**src/rtl/dcf77_signal_generator_if.sv**
```systemverilog
// Bus bundle for the DCF77 generator: the frame offer, its acknowledge and the outgoing time signal.
// The slave modport is the generator side and the master modport is the frame-source side.
interface dcf77_signal_generator_if;
  logic        enable_in;
  logic [58:0] wb_parallel_in;
  logic        load_in;
  logic        load_ack_out;
  logic        sgn_out;
  logic [5:0]  sec_idx_out;
  logic        minute_start_out;
  logic        busy_out;
  logic [1:0]  state_dbg;

  modport slave (
    input  enable_in, wb_parallel_in, load_in,
    output load_ack_out, sgn_out, sec_idx_out, minute_start_out, busy_out, state_dbg
  );

  modport master (
    output enable_in, wb_parallel_in, load_in,
    input  load_ack_out, sgn_out, sec_idx_out, minute_start_out, busy_out, state_dbg
  );
endinterface

```
**src/rtl/dcf77_signal_generator.sv**
```systemverilog
// DCF77 minute-frame generator: shapes a 59-bit frame into 100/200 ms carrier-reduction pulses.
// A frame is offered into a shadow register and is picked up at the next minute boundary.
module dcf77_signal_generator #(
  parameter int CLK_DIV = 10000
) (
  input  logic                          clk_in,
  input  logic                          rst_n_in,
  dcf77_signal_generator_if.slave       io_bus
);

  localparam logic [1:0] S_IDLE  = 2'd0;
  localparam logic [1:0] S_PULSE = 2'd1;
  localparam logic [1:0] S_GAP   = 2'd2;
  localparam logic [1:0] S_MARK  = 2'd3;

  localparam logic [15:0] DIV_LAST = 16'(CLK_DIV - 1);

  logic [1:0]  r_state;
  logic [15:0] r_presc;
  logic [6:0]  r_unit;
  logic [5:0]  r_sec;
  logic [58:0] r_shadow;
  logic [58:0] r_active;
  logic        r_pending;
  logic        r_ack;
  logic        r_sgn;
  logic        r_min_start;

  logic        w_tick;
  logic        w_bit;
  logic        w_unit_last;
  logic        w_pulse_end;
  logic        w_accept;
  logic        w_boundary;
  logic        w_take_shadow;
  logic [5:0]  w_sec_next;
  logic [1:0]  w_next_state;

  assign w_tick      = (r_state != S_IDLE) && (r_presc == DIV_LAST);
  assign w_bit       = (r_sec < 6'd59) ? r_active[r_sec] : 1'b0;
  assign w_unit_last = (r_unit == 7'd99);
  assign w_sec_next  = (r_sec == 6'd59) ? 6'd0 : r_sec + 6'd1;
  assign w_pulse_end = w_tick && (w_bit ? (r_unit == 7'd19) : (r_unit == 7'd9));

  // Offer handshake: load_in is an offer, taken only while no frame is pending;
  // load_ack_out pulses for one cycle in the cycle after an offer is taken.
  assign w_accept      = io_bus.load_in && !r_pending;
  assign w_take_shadow = w_boundary && r_pending;

  always_comb begin
    w_next_state = r_state;
    w_boundary   = 1'b0;
    if (!io_bus.enable_in) begin
      w_next_state = S_IDLE;
    end else begin
      case (r_state)
        S_IDLE: begin
          if (r_pending) begin
            w_next_state = S_PULSE;
            w_boundary   = 1'b1;
          end
        end
        S_PULSE: begin
          if (w_pulse_end) w_next_state = S_GAP;
        end
        S_GAP: begin
          if (w_tick && w_unit_last) w_next_state = (w_sec_next == 6'd59) ? S_MARK : S_PULSE;
        end
        S_MARK: begin
          if (w_tick && w_unit_last) begin
            w_next_state = S_PULSE;
            w_boundary   = 1'b1;
          end
        end
        default: w_next_state = S_IDLE;
      endcase
    end
  end

  always_ff @(posedge clk_in) begin
    if (!rst_n_in) begin
      r_state     <= S_IDLE;
      r_presc     <= '0;
      r_unit      <= '0;
      r_sec       <= '0;
      r_shadow    <= '0;
      r_active    <= '0;
      r_pending   <= 1'b0;
      r_ack       <= 1'b0;
      r_sgn       <= 1'b0;
      r_min_start <= 1'b0;
    end else begin
      r_state     <= w_next_state;
      r_sgn       <= (w_next_state == S_PULSE);
      r_min_start <= w_boundary;
      r_ack       <= w_accept;

      // A same-cycle offer only lands in the shadow; the boundary copy sees the old shadow.
      if (w_take_shadow) r_active <= r_shadow;
      if (w_accept) begin
        r_shadow  <= io_bus.wb_parallel_in;
        r_pending <= 1'b1;
      end else if (w_take_shadow) begin
        r_pending <= 1'b0;
      end

      if ((w_next_state == S_IDLE) || (r_state == S_IDLE)) begin
        r_presc <= '0;
        r_unit  <= '0;
        r_sec   <= '0;
      end else begin
        r_presc <= w_tick ? 16'd0 : r_presc + 16'd1;
        if (w_tick) begin
          if (w_unit_last) begin
            r_unit <= '0;
            r_sec  <= w_sec_next;
          end else begin
            r_unit <= r_unit + 7'd1;
          end
        end
      end
    end
  end

  assign io_bus.load_ack_out     = r_ack;
  assign io_bus.sgn_out          = r_sgn;
  assign io_bus.sec_idx_out      = r_sec;
  assign io_bus.minute_start_out = r_min_start;
  assign io_bus.busy_out         = (r_state != S_IDLE);
  assign io_bus.state_dbg        = r_state;

endmodule

```
**src/flat_wrapper.sv**
```systemverilog
// flat-port wrapper written by rule: the top's interface ports become plain ports
module dcf77_signal_generator_flat 
#(
  parameter int CLK_DIV = 10000
)
  (clk_in, rst_n_in, io_bus_enable_in, io_bus_wb_parallel_in, io_bus_load_in, io_bus_load_ack_out, io_bus_sgn_out, io_bus_sec_idx_out, io_bus_minute_start_out, io_bus_busy_out, io_bus_state_dbg);
  dcf77_signal_generator_if io_bus_i ();
  input  logic clk_in;
  input  logic rst_n_in;
  input wire logic [$bits(io_bus_i.enable_in)-1:0] io_bus_enable_in;
  input wire logic [$bits(io_bus_i.wb_parallel_in)-1:0] io_bus_wb_parallel_in;
  input wire logic [$bits(io_bus_i.load_in)-1:0] io_bus_load_in;
  output wire logic [$bits(io_bus_i.load_ack_out)-1:0] io_bus_load_ack_out;
  output wire logic [$bits(io_bus_i.sgn_out)-1:0] io_bus_sgn_out;
  output wire logic [$bits(io_bus_i.sec_idx_out)-1:0] io_bus_sec_idx_out;
  output wire logic [$bits(io_bus_i.minute_start_out)-1:0] io_bus_minute_start_out;
  output wire logic [$bits(io_bus_i.busy_out)-1:0] io_bus_busy_out;
  output wire logic [$bits(io_bus_i.state_dbg)-1:0] io_bus_state_dbg;
  assign io_bus_i.enable_in = io_bus_enable_in;
  assign io_bus_i.wb_parallel_in = io_bus_wb_parallel_in;
  assign io_bus_i.load_in = io_bus_load_in;
  assign io_bus_load_ack_out = io_bus_i.load_ack_out;
  assign io_bus_sgn_out = io_bus_i.sgn_out;
  assign io_bus_sec_idx_out = io_bus_i.sec_idx_out;
  assign io_bus_minute_start_out = io_bus_i.minute_start_out;
  assign io_bus_busy_out = io_bus_i.busy_out;
  assign io_bus_state_dbg = io_bus_i.state_dbg;
  dcf77_signal_generator #(.CLK_DIV(CLK_DIV)) u_core (.clk_in(clk_in), .rst_n_in(rst_n_in), .io_bus(io_bus_i));
endmodule
```
**config.mk**
```make
export PLATFORM = sky130hd
export DESIGN_NAME = dcf77_signal_generator_flat
export DESIGN_NICKNAME = d
export VERILOG_FILES = /design/src/rtl/dcf77_signal_generator_if.sv /design/src/rtl/dcf77_signal_generator.sv /design/src/flat_wrapper.sv
export SDC_FILE = /design/constraint.sdc
export NUM_CORES = 1
export LEC_CHECK = 0
export ABC_CLOCK_PERIOD_IN_PS = 7500
export CORE_UTILIZATION = 32
export CTS_BUF_LIST = sky130_fd_sc_hd__clkbuf_2
export CTS_CLUSTER_DIAMETER = 200
export DETAILED_ROUTE_END_ITERATION = 6
export GPL_TIMING_DRIVEN = 0
export HOLD_SLACK_MARGIN = 0.05
export PLACE_DENSITY_LB_ADDON = 0.25
export RECOVER_POWER = 25
export SLEW_MARGIN = 5
export SYNTH_ARGS = -nofsm -noshare
export SYNTH_HDL_FRONTEND = slang
export SYNTH_SLANG_ARGS = --single-unit
```
**constraint.sdc**
```tcl
create_clock -name clk_in -period 7.5 [get_ports clk_in]
set_clock_uncertainty 0.1 [all_clocks]
set_input_delay 1.5 -clock clk_in [delete_from_list [all_inputs] [get_ports clk_in]]
set_output_delay 1.5 -clock clk_in [all_outputs]
set_load 0.03 [all_outputs]
```
==> results.md <==
- Global Route met3 Usage: 0.0370
- Startpoint types: flip-flop
- H-tree depth: 4
- Most common cell after layout, fill and taps aside: nand2_1
- Setup crit start: u_core.io_bus.state_dbg[0]
- Global-route wire length before repair: 27400 um
- Reg-to-reg slack, setup: 3.86 ns
- Final slew viol count: 0
- Clock sinks: 153
- Syn_nets: 888
- EDFF count, synth: 0
- Core Region: 21200 sq um
- Io pins: 75
- CTS tree: done
- Synthesis-to-layout area growth: 19.1%
- Post-Synth XOR/XNOR Area: 0.0240
- Cts repair resizes: 0
- Worst R2R End: u_core.r_active[56]
- FF-to-FF path depth: 9
- Clock-pin transition on the worst setup and hold timing paths: 0.22 ns
- Async set-or-reset flop fraction in the synthesized netlist: 0
- Antenna Nets Post-Route: 0
- Compound-cell area share of the yosys netlist: 0.202
- Final WL: 16800 um
- Syn Std Cell Area: 6940 sq um
- Largest family of logic cells by synthesized area: simple AND/OR/NAND/NOR gates
- Tmin final: 4.59 ns
- Port Buffers: 73
- Mean Syn Cell Area: 8.50 sq um
- Pre-antenna DRT Iters: 4
- Die ar.: 22300 sq um
- CP required: 5.90 ns
- Maximum VDD drop: 0.0782 mV
- Placed Instances: 1164
- Least-Margin Pin Slew: 0.964 ns
- GR Layer Usage met2: 0.253
- Hold Violations, Final: 0
- RePlAce Congestion: 0.832
- Yosys warning count: 0
- Max cap viols: 0
- RSZ-0062 raised after global routing: false
- Largest net degree at the start of global routing: 17
- Worst hold path type: flip-flop to flip-flop
- Pwr/cell area: 179 nW/um^2
- Prevailing post-synth register cell: dfxtp_1
- Vias per cell: 4.78
- # DRC: 0
- Initial Utilization: 0.328
- DP Worst Slack: 3.53 ns
- Fillcell total: 2220
- Clk buf depth: 2
- CTS Root Cell: clkbuf_2
- Vias in the first global route: 5471
- Global route overflow: 0
- Via count: 5723
- Crit share post-route: 0.612
- Yosys reg bits: 153
- Final setup TNS: 0 ns
- Row Count: 53
- Share of cells above drive strength 1: 0.0673
- Post-Layout Cell Count: 1197
- Setup CP Type: flip-flop to primary output
- Worst Slack Setup Final: 2.91 ns
- Hold-fix buffer count after cts: 0
- Post-Synthesis Cells: 816
- Post-synthesis mux area share: 0.0510
- Met1 GRT Util: 0.210
- Wire per inst: 14.0 um
- Die height: 149 um
- Post-synthesis sequential area ratio: 0.442
- Slew Limit Headroom: 0.351
- Clock insertion delay at the later pin of the skew report: 0.72 ns
- Outcome: complete, no violations
- GRT Resource Usage Total: 0.158
- Peak Freq: 0.218 GHz
- Post-Synth Adder-Cell Area: 0.0162
- Distinct cells, synth: 53
- Reg2reg start: u_core.r_presc[5]
- Most frequent cells in the layout: nand2_1, dfxtp_1, a21boi_0
- Final setup viols: 0
- Arrival time at the worst endpoint: 2.99 ns
- Total CTS buffers: 17
- Post-Synth Simple-Gate Area: 0.219
- Die width: 149 um
- Worst-path fanout max: 10
- DRT iter0 DRCs: 268
- Post-CTS Setup Bufs: 0
- DP Wirelength: 12400 um
- Layout net count: 980
- CP endpoint kind: primary output
- Leakage power: 0.00271 uW
- GRT Max-Usage Layer: met2
- Initial antenna violation count: 1
- CP Capture Point: io_bus_busy_out
## synth_stat cells, types with 2 or more instances
library cell	number	area (sq um)
a31oi_1	4	25.0
a2bb2oi_1	2	17.5
a21oi_1	11	55.1
nor3_1	8	40.0
inv_1	10	37.5
nand3b_1	2	15.0
dfxtp_1	153	3060
and3_1	11	68.8
nand2b_1	5	31.3
o31a_1	3	26.3
o21ai_0	8	40.0
or4_4	2	22.5
nor2_1	17	63.8
nor2b_1	5	31.3
mux2i_1	14	140
a211oi_1	23	173
buf_4	2	15.0
buf_2	6	30.0
nor4b_1	2	17.5
clkbuf_1	47	176
nand4_1	6	37.5
or2_2	3	18.8
ha_1	9	113
a21boi_0	118	886
mux4_2	9	203
nor3b_1	4	30.0
and2_1	5	31.3
buf_6	5	56.3
nand2_1	260	976
a22oi_1	3	22.5
buf_1	2	7.51
xnor2_1	13	114
xor2_1	6	52.6
nand3_1	16	80.1
a21o_1	4	30.0
## state kept, by name, indices dropped and copies added (netlist names)
signal,flops
u_core.r_active,59
u_core.r_shadow,59
u_core.r_presc,16
u_core.r_unit,7
u_core.io_bus.sec_idx_out,6
u_core.io_bus.state_dbg,2
u_core.io_bus.load_ack_out,1
u_core.io_bus.minute_start_out,1
u_core.io_bus.sgn_out,1
u_core.r_pending,1
## layout make-up
type	count	area, sq um	share of cell area
clock inverters	13	165	0.0200
repair buffers	73	731	0.0885
flip-flops and latches	153	3060	0.371
inverters	10	37.5	0.00454
clock buffers	19	95.1	0.0115
plain buffers	62	285	0.0345
well taps	275	344	0.0417
diodes	1	2.50	0.000303
multi-input cells	591	3540	0.428
## logic make-up after synthesis
group	after synthesis
AOI/OAI and AO/OA	188
xor gates and xnor gates	19
adders and majority gates	9
buffers and inverters	72
DFF	153
muxes	24
and+or+nand+nor	351
## how the worst min path moves through the flow
stage	start	to	slack (ns)	depth (start not counted)
final	u_core.r_presc[0]	u_core.r_presc[0]	0.37	1
after global routing	u_core.r_presc[0]	u_core.r_presc[0]	0.39	1
after CTS	u_core.r_shadow[13]	u_core.r_active[13]	0.37	2
after detailed placement	u_core.r_presc[0]	u_core.r_presc[0]	0.35	1
after global placement	u_core.r_presc[0]	u_core.r_presc[0]	0.34	1
after floorplan	u_core.r_presc[0]	u_core.r_presc[0]	0.32	1
## metrics by stage
step           hold slack, ns  utilization  power, uW  instance area [sq um]
2_1_floorplan           0.315            -        933                   6940
3_3_place_gp            0.339        0.379        997                   8010
4_1_cts                 0.368        0.391       1500                   8270
6_report                0.365        0.390       1480                   8260
3_5_place_dp            0.352        0.379        998                   8010
5_1_grt                 0.393        0.390       1550                   8260
## critical path, cell delays in order (launching register included)
cell and delay [ns]:
dfxtp_1 0.44, inv_1 0.14, ha_1 0.19, clkbuf_1 0.38, clkbuf_1 0.46, inv_1 0.08
clkdlybuf4s50_1 0.60
## per-layer routing
metal / wire length (um) / share of wire
met5: 0 / 0
met4: 229 / 0.014
met3: 631 / 0.038
met2: 7540 / 0.45
met1: 8360 / 0.50
## power by group
part,internal [uW],switching (uW)
logic,61.3,68.1
registers,837,12.4
clock network,191,310
total,1090,390
Note: power is estimated with default switching activity, not from simulation.
==> RTL change 1 (same flow settings) <==
Reset style: asynchronous (`rst_n_in`), changed in one clocked block.
--- a/src/rtl/dcf77_signal_generator.sv
+++ b/src/rtl/dcf77_signal_generator.sv
@@ -78,5 +78,5 @@
   end
 
-  always_ff @(posedge clk_in) begin
+  always_ff @(posedge clk_in or negedge rst_n_in) begin
     if (!rst_n_in) begin
       r_state     <= S_IDLE;
Function: differs if rst_n_in is asserted again (counterexample within 4 cycles, from zero or initial values and one cycle with rst_n_in low); with rst_n_in held inactive, the same outputs for 10 cycles.
==> RTL change 1 against the original RTL <==
  * The flow now finishes with violations (max-capacitance violations, max-slew violations)
  * Global-route usage fell by 1.2 points
  * Design area rose by 1.0%
  * Routed wire length fell by 10%
  * Worst hold slack improved by 0.041 ns
  * Sequential cell count did not move
  * Setup slack improved by 0.49 ns
  * Synthesized area rose by 0.52%
  * Critical endpoint unchanged
  * Largest cell class is now registers
  * Highest routed layer unchanged
Power is not compared: it rests on default switching activity, and its combinational part moved more than twofold at a synthesized area within 25%.
==> RTL change 1: results (changes against the original RTL) <==
| Metric | Value |
|---|---|
| Synth Instances | 529 (-35%) |
| Number of global-route vias before repair | 4768 (-13%) |
| Mux cell area share after synthesis | 0.244 (+0.193) |
| Area share of fa/ha/maj cells after synthesis | 0.0161 (-0.0000845) |
| Critical path peak fanout | 6 (-4) |
| Via density | 4.91 (+2.8%) |
| CP arrival | 2.49 ns (-0.50 ns) |
| Initial antenna violation count | 0 (-1) |
| Hpwl dp | 10900 um (-12%) |
| Port Buffers | 74 (+1.4%) |
| TritonRoute pass-1 iters | 4 (unchanged) |
| Leakage | about 0.0034 uW |
| Diodes inserted | 0 (-1) |
| Placed cells | 879 (-24%) |
| Htree depth | 4 (unchanged) |
| Synth warn | 0 (unchanged) |
| XOR/XNOR Fraction of Synth Area | 0.0226 (-0.00138) |
| DRT Wirelength | 15100 um (-10%) |
| Largest cells by area after synthesis | dfrtp_1 55%, mux2_2 19%, mux4_2 3.6%, ha_1 1.6%, mux2i_1 1.4% |
| DR vias | 4477 (-22%) |
| CTS root buf | clkbuf_2 |
| Max Cap Viol | 1 (+1) |
| Final slew viol count | 41 (+41) |
| R2r startpoint | u_core.io_bus.sec_idx_out[1] |
| Final nets | 695 (-29%) |
| Global-route wire length before repair | 25200 um (-7.8%) |
| Proportion of layout cells with a drive suffix above 1 | 0.289 (+0.222) |
| Top flop regs | u_core.r_active (59), u_core.r_shadow (59), u_core.r_presc (16) |
| Hold_sp | u_core.r_shadow[43] |
| Worst Tran Pin Value | 2.47 ns (+1.50 ns) |
| Most instantiated cells after synthesis | 153 x dfrtp_1, 120 x mux2_2, 25 x nand2_1 |
| Fillers | 2062 (-7.1%) |
| Skew-Pair Late Insertion Delay | 0.72 ns (about the same) |
| Post-synthesis compound-gate area fraction | 0.0664 (-0.135) |
| Routed Antenna Nets | 0 (unchanged) |
| DP Area | 8090 um^2 (+0.98%) |
| Synth cell types | 50 (-5.7%) |
| Pre-CTS WS | 3.82 ns (+0.288 ns) |
| GPL Wtd Cong | 0.782 (-6.0%) |
| Pin count of the biggest net entering global routing | 114 (+97) |
| Drt initial violations | 167 (-38%) |
| Post-CTS sizing | 0 (unchanged) |
| HP Class | flip-flop to flip-flop |
| Synth Net Count | 601 (-32%) |
| CTS clk-pin slew, worst paths | 0.26 ns (+0.04 ns) |
| Core region area | 21200 um^2 (+0.31%) |
| Synth async-reset ratio | 1.00 (+1.00) |
| GRT Total Usage | 0.146 (-0.0118) |
| Crit. Startpoint | u_core.io_bus.state_dbg[1] |
| Status | finished, violations left |
| Post-CTS setup buffer count | 0 (unchanged) |
| Failing checks | max-capacitance violations, max-slew violations |
| Seq/Total Area, Yosys | 0.549 (+0.108) |
[RTL change 1: worst paths after layout]
check / cells past startpoint / endpoint / slack [ns]
min in group asynchronous: 1 / u_core.r_unit[3] / 1.40
worst min-delay path: 1 / u_core.r_active[43] / 0.41
worst max-delay path: 4 / io_bus_busy_out / 3.41
max in group asynchronous: 2 / u_core.r_active[57] / 4.45
worst min register to register: 1 / u_core.r_active[43] / 0.41
worst max register to register: 13 / u_core.r_presc[12] / 3.93
[RTL change 1: cells by family (layout without fill, tap and decap cells)]
family          count (synthesis)  after routing
compound gates                 66             66
xor+xnor                       18             18
fa+ha+maj                       9              9
buf+inv                        41            148
flops                         153            153
mux                           141            141
simple gates                  101            101
[RTL change 1: layer usage]
metal  global-route usage  vias to the layer above  share of wire
met5                    0                        -              0
met4               0.0403                        0         0.0094
met3               0.0345                       14          0.035
met2                0.244                       83           0.49
met1                0.188                     2267           0.46
li1                     -                     2113              -
[RTL change 1: area by class of cell]
cell class / instances / area (um^2) / area share
Timing Repair Buffer: 75 / 762 / 0.0913
Clock inverter: 15 / 179 / 0.0214
Buffer: 32 / 150 / 0.0180
Multi-Input combinational cell: 335 / 2960 / 0.355
Sequential cell: 153 / 3830 / 0.459
Tap cell: 275 / 344 / 0.0412
Inverter: 9 / 33.8 / 0.00405
Clock buffer: 17 / 85.1 / 0.0102
[RTL change 1: worst max-delay path: stages, from the launching register on]
cell	delay (ns)
dfrtp_1	0.52
inv_1	0.13
ha_1	0.27
inv_1	0.16
clkdlybuf4s50_1	0.69
[RTL change 1: power by group]
part	total [uW]	internal, uW	switching, uW
sequential	1350	1160	181
combinational	892	508	384
clock	501	169	331
total	2740	1840	896
==> RTL change 2 (same settings) <==
Made on the original files. `CLK_DIV` is set to 10000 in 2 places; all go to 5000.
--- a/src/rtl/dcf77_signal_generator.sv
+++ b/src/rtl/dcf77_signal_generator.sv
@@ -2,5 +2,5 @@
 // A frame is offered into a shadow register and is picked up at the next minute boundary.
 module dcf77_signal_generator #(
-  parameter int CLK_DIV = 10000
+  parameter int CLK_DIV = 5000
 ) (
   input  logic                          clk_in,
--- a/src/flat_wrapper.sv
+++ b/src/flat_wrapper.sv
@@ -2,5 +2,5 @@
 module dcf77_signal_generator_flat 
 #(
-  parameter int CLK_DIV = 10000
+  parameter int CLK_DIV = 5000
 )
   (clk_in, rst_n_in, io_bus_enable_in, io_bus_wb_parallel_in, io_bus_load_in, io_bus_load_ack_out, io_bus_sgn_out, io_bus_sec_idx_out, io_bus_minute_start_out, io_bus_busy_out, io_bus_state_dbg);
Function: no difference found for any inputs over 10 cycles, from zero or initial values and one cycle with rst_n_in low; that may be too few to reach the edited logic, so the function may still have changed.
==> RTL change 2 against the original RTL <==
  * Critical path type unchanged
  * Sequential cell count is the same
  * Combinational power is 3% lower
  * Setup slack worse by 0.021 ns
  * Routed wire length decreased by 4.7%
  * Synthesized area decreased by 1.7%
  * Largest power group unchanged
  * Count of clock-buffer cells in the layout unchanged
  * Total power shrank 4.9%
  * Cell count fell by 2.4%
  * Synthesized cell count is 3.7% lower
  * Design area fell by 1.7%
  * Die area decreased by 1.7%
==> RTL change 2: results (changes against the original RTL) <==
| Metric | Value |
|---|---|
| Hold-critical path depth | 2 (+1) |
| Most instantiated cells after synthesis | 253 x nand2_1, 153 x dfxtp_1, 118 x a21boi_0 |
| Drt initial violations | 216 (-19%) |
| M3 GR Usage | 0.0355 (-0.00151) |
| Pre-CTS WS | 3.48 ns (-0.0436 ns) |
| M2 GR Usage | 0.256 (+0.00238) |
| R2R depth | 13 (+4) |
| CP max-delay cell | clkbuf_1 |
| Number of global-route vias before repair | 5416 (-1.0%) |
| Met1 Use GR | 0.203 (-0.00659) |
| GPL Wtd Cong | 0.784 (-5.8%) |
| Synth Net Count | 858 (-3.4%) |
| VDD IR max | 0.0774 mV (-1.1%) |
| Slew HR | 0.479 (+0.128) |
| Status | complete, no violations |
| Final nets | 951 (-3.0%) |
| DR vias | 5478 (-4.3%) |
| Port Buffers | 74 (+1.4%) |
| Hold_sp | u_core.r_shadow[51] |
| CP max stage delay | 0.64 ns (+0.04 ns) |
| Hpwl dp | 11700 um (-5.7%) |
| DP Area | 7910 um^2 (-1.3%) |
| CP arrival | 3.01 ns (+0.02 ns) |
| Synth cell types | 57 (+7.5%) |
| Largest cells by area after synthesis | dfxtp_1 45%, nand2_1 14%, a21boi_0 13%, mux4_2 4.3%, clkbuf_1 2.3% |
| TritonRoute pass-1 iters | 5 (+1) |
| Proportion of layout cells with a drive suffix above 1 | 0.0874 (+0.0201) |
## RTL change 2: logic make-up (layout without fill, tap and decap cells)
group | after synthesis | in the layout | synth area share
simple gates | 363 | 363 | 0.240
flops | 153 | 153 | 0.449
compound gates | 152 | 152 | 0.170
buf+inv | 67 | 173 | 0.0415
mux | 23 | 23 | 0.0585
xor+xnor | 19 | 19 | 0.0244
fa+ha+maj | 9 | 9 | 0.0165
other cells | 0 | 1 | 0
## RTL change 2: report_power, final
group	switching, uW	total, uW	leakage, uW	internal [uW]
clock	309	434	0.000131	125
combinational	64.8	125	0.00129	60.1
sequential	11.3	848	0.00124	837
## RTL change 2: final cells by class
class,instances,area (um^2)
fill,2229,12800
multi-input combinational,566,3470
sequential,153,3060
timing repair buffer,74,741
tap,275,344
buffer,60,256
clock inverter,13,119
clock buffer,19,95.1
inverter,7,26.3
antenna,1,2.50
## RTL change 2: worst max-delay path by stage
| stage | from | endpoint | slack, ns | cells after the start |
|---|---|---|---|---|
| 2_1_floorplan | u_core.io_bus.state_dbg[0] | u_core.io_bus.sec_idx_out[4] | 4.22 | 12 |
| 3_3_place_gp | u_core.io_bus.state_dbg[0] | u_core.r_active[50] | 3.54 | 13 |
| 3_5_place_dp | u_core.io_bus.state_dbg[0] | u_core.r_active[50] | 3.48 | 13 |
| 4_1_cts | u_core.io_bus.state_dbg[0] | io_bus_busy_out | 2.81 | 5 |
| 5_1_grt | u_core.io_bus.state_dbg[0] | io_bus_busy_out | 2.65 | 5 |
| 6_report | u_core.io_bus.state_dbg[0] | io_bus_busy_out | 2.89 | 5 |
## RTL change 2: per-layer routing
layer / part of all wire / wire length [um] / up-vias
li1: - / - / 2852
met1: 0.50 / 8030 / 2534
met2: 0.46 / 7290 / 79
met3: 0.030 / 473 / 13
met4: 0.011 / 176 / 0
met5: 0 / 0 / -
## RTL change 2: through the flow
step	hold slack, ns	util	total power, uW	cells
floorplan	0.333	-	929	786
global placement	0.349	0.377	992	1135
detailed placement	0.353	0.377	993	1135
CTS	0.371	0.387	1430	1167
global route	0.388	0.388	1490	1168
finish	0.353	0.388	1410	1168
## RTL change 2: tightest hold or removal path, stage by stage (launching register included)
cell and delay [ns]:
dfxtp_1 0.36, nand2_1 0.05, a21boi_0 0.06
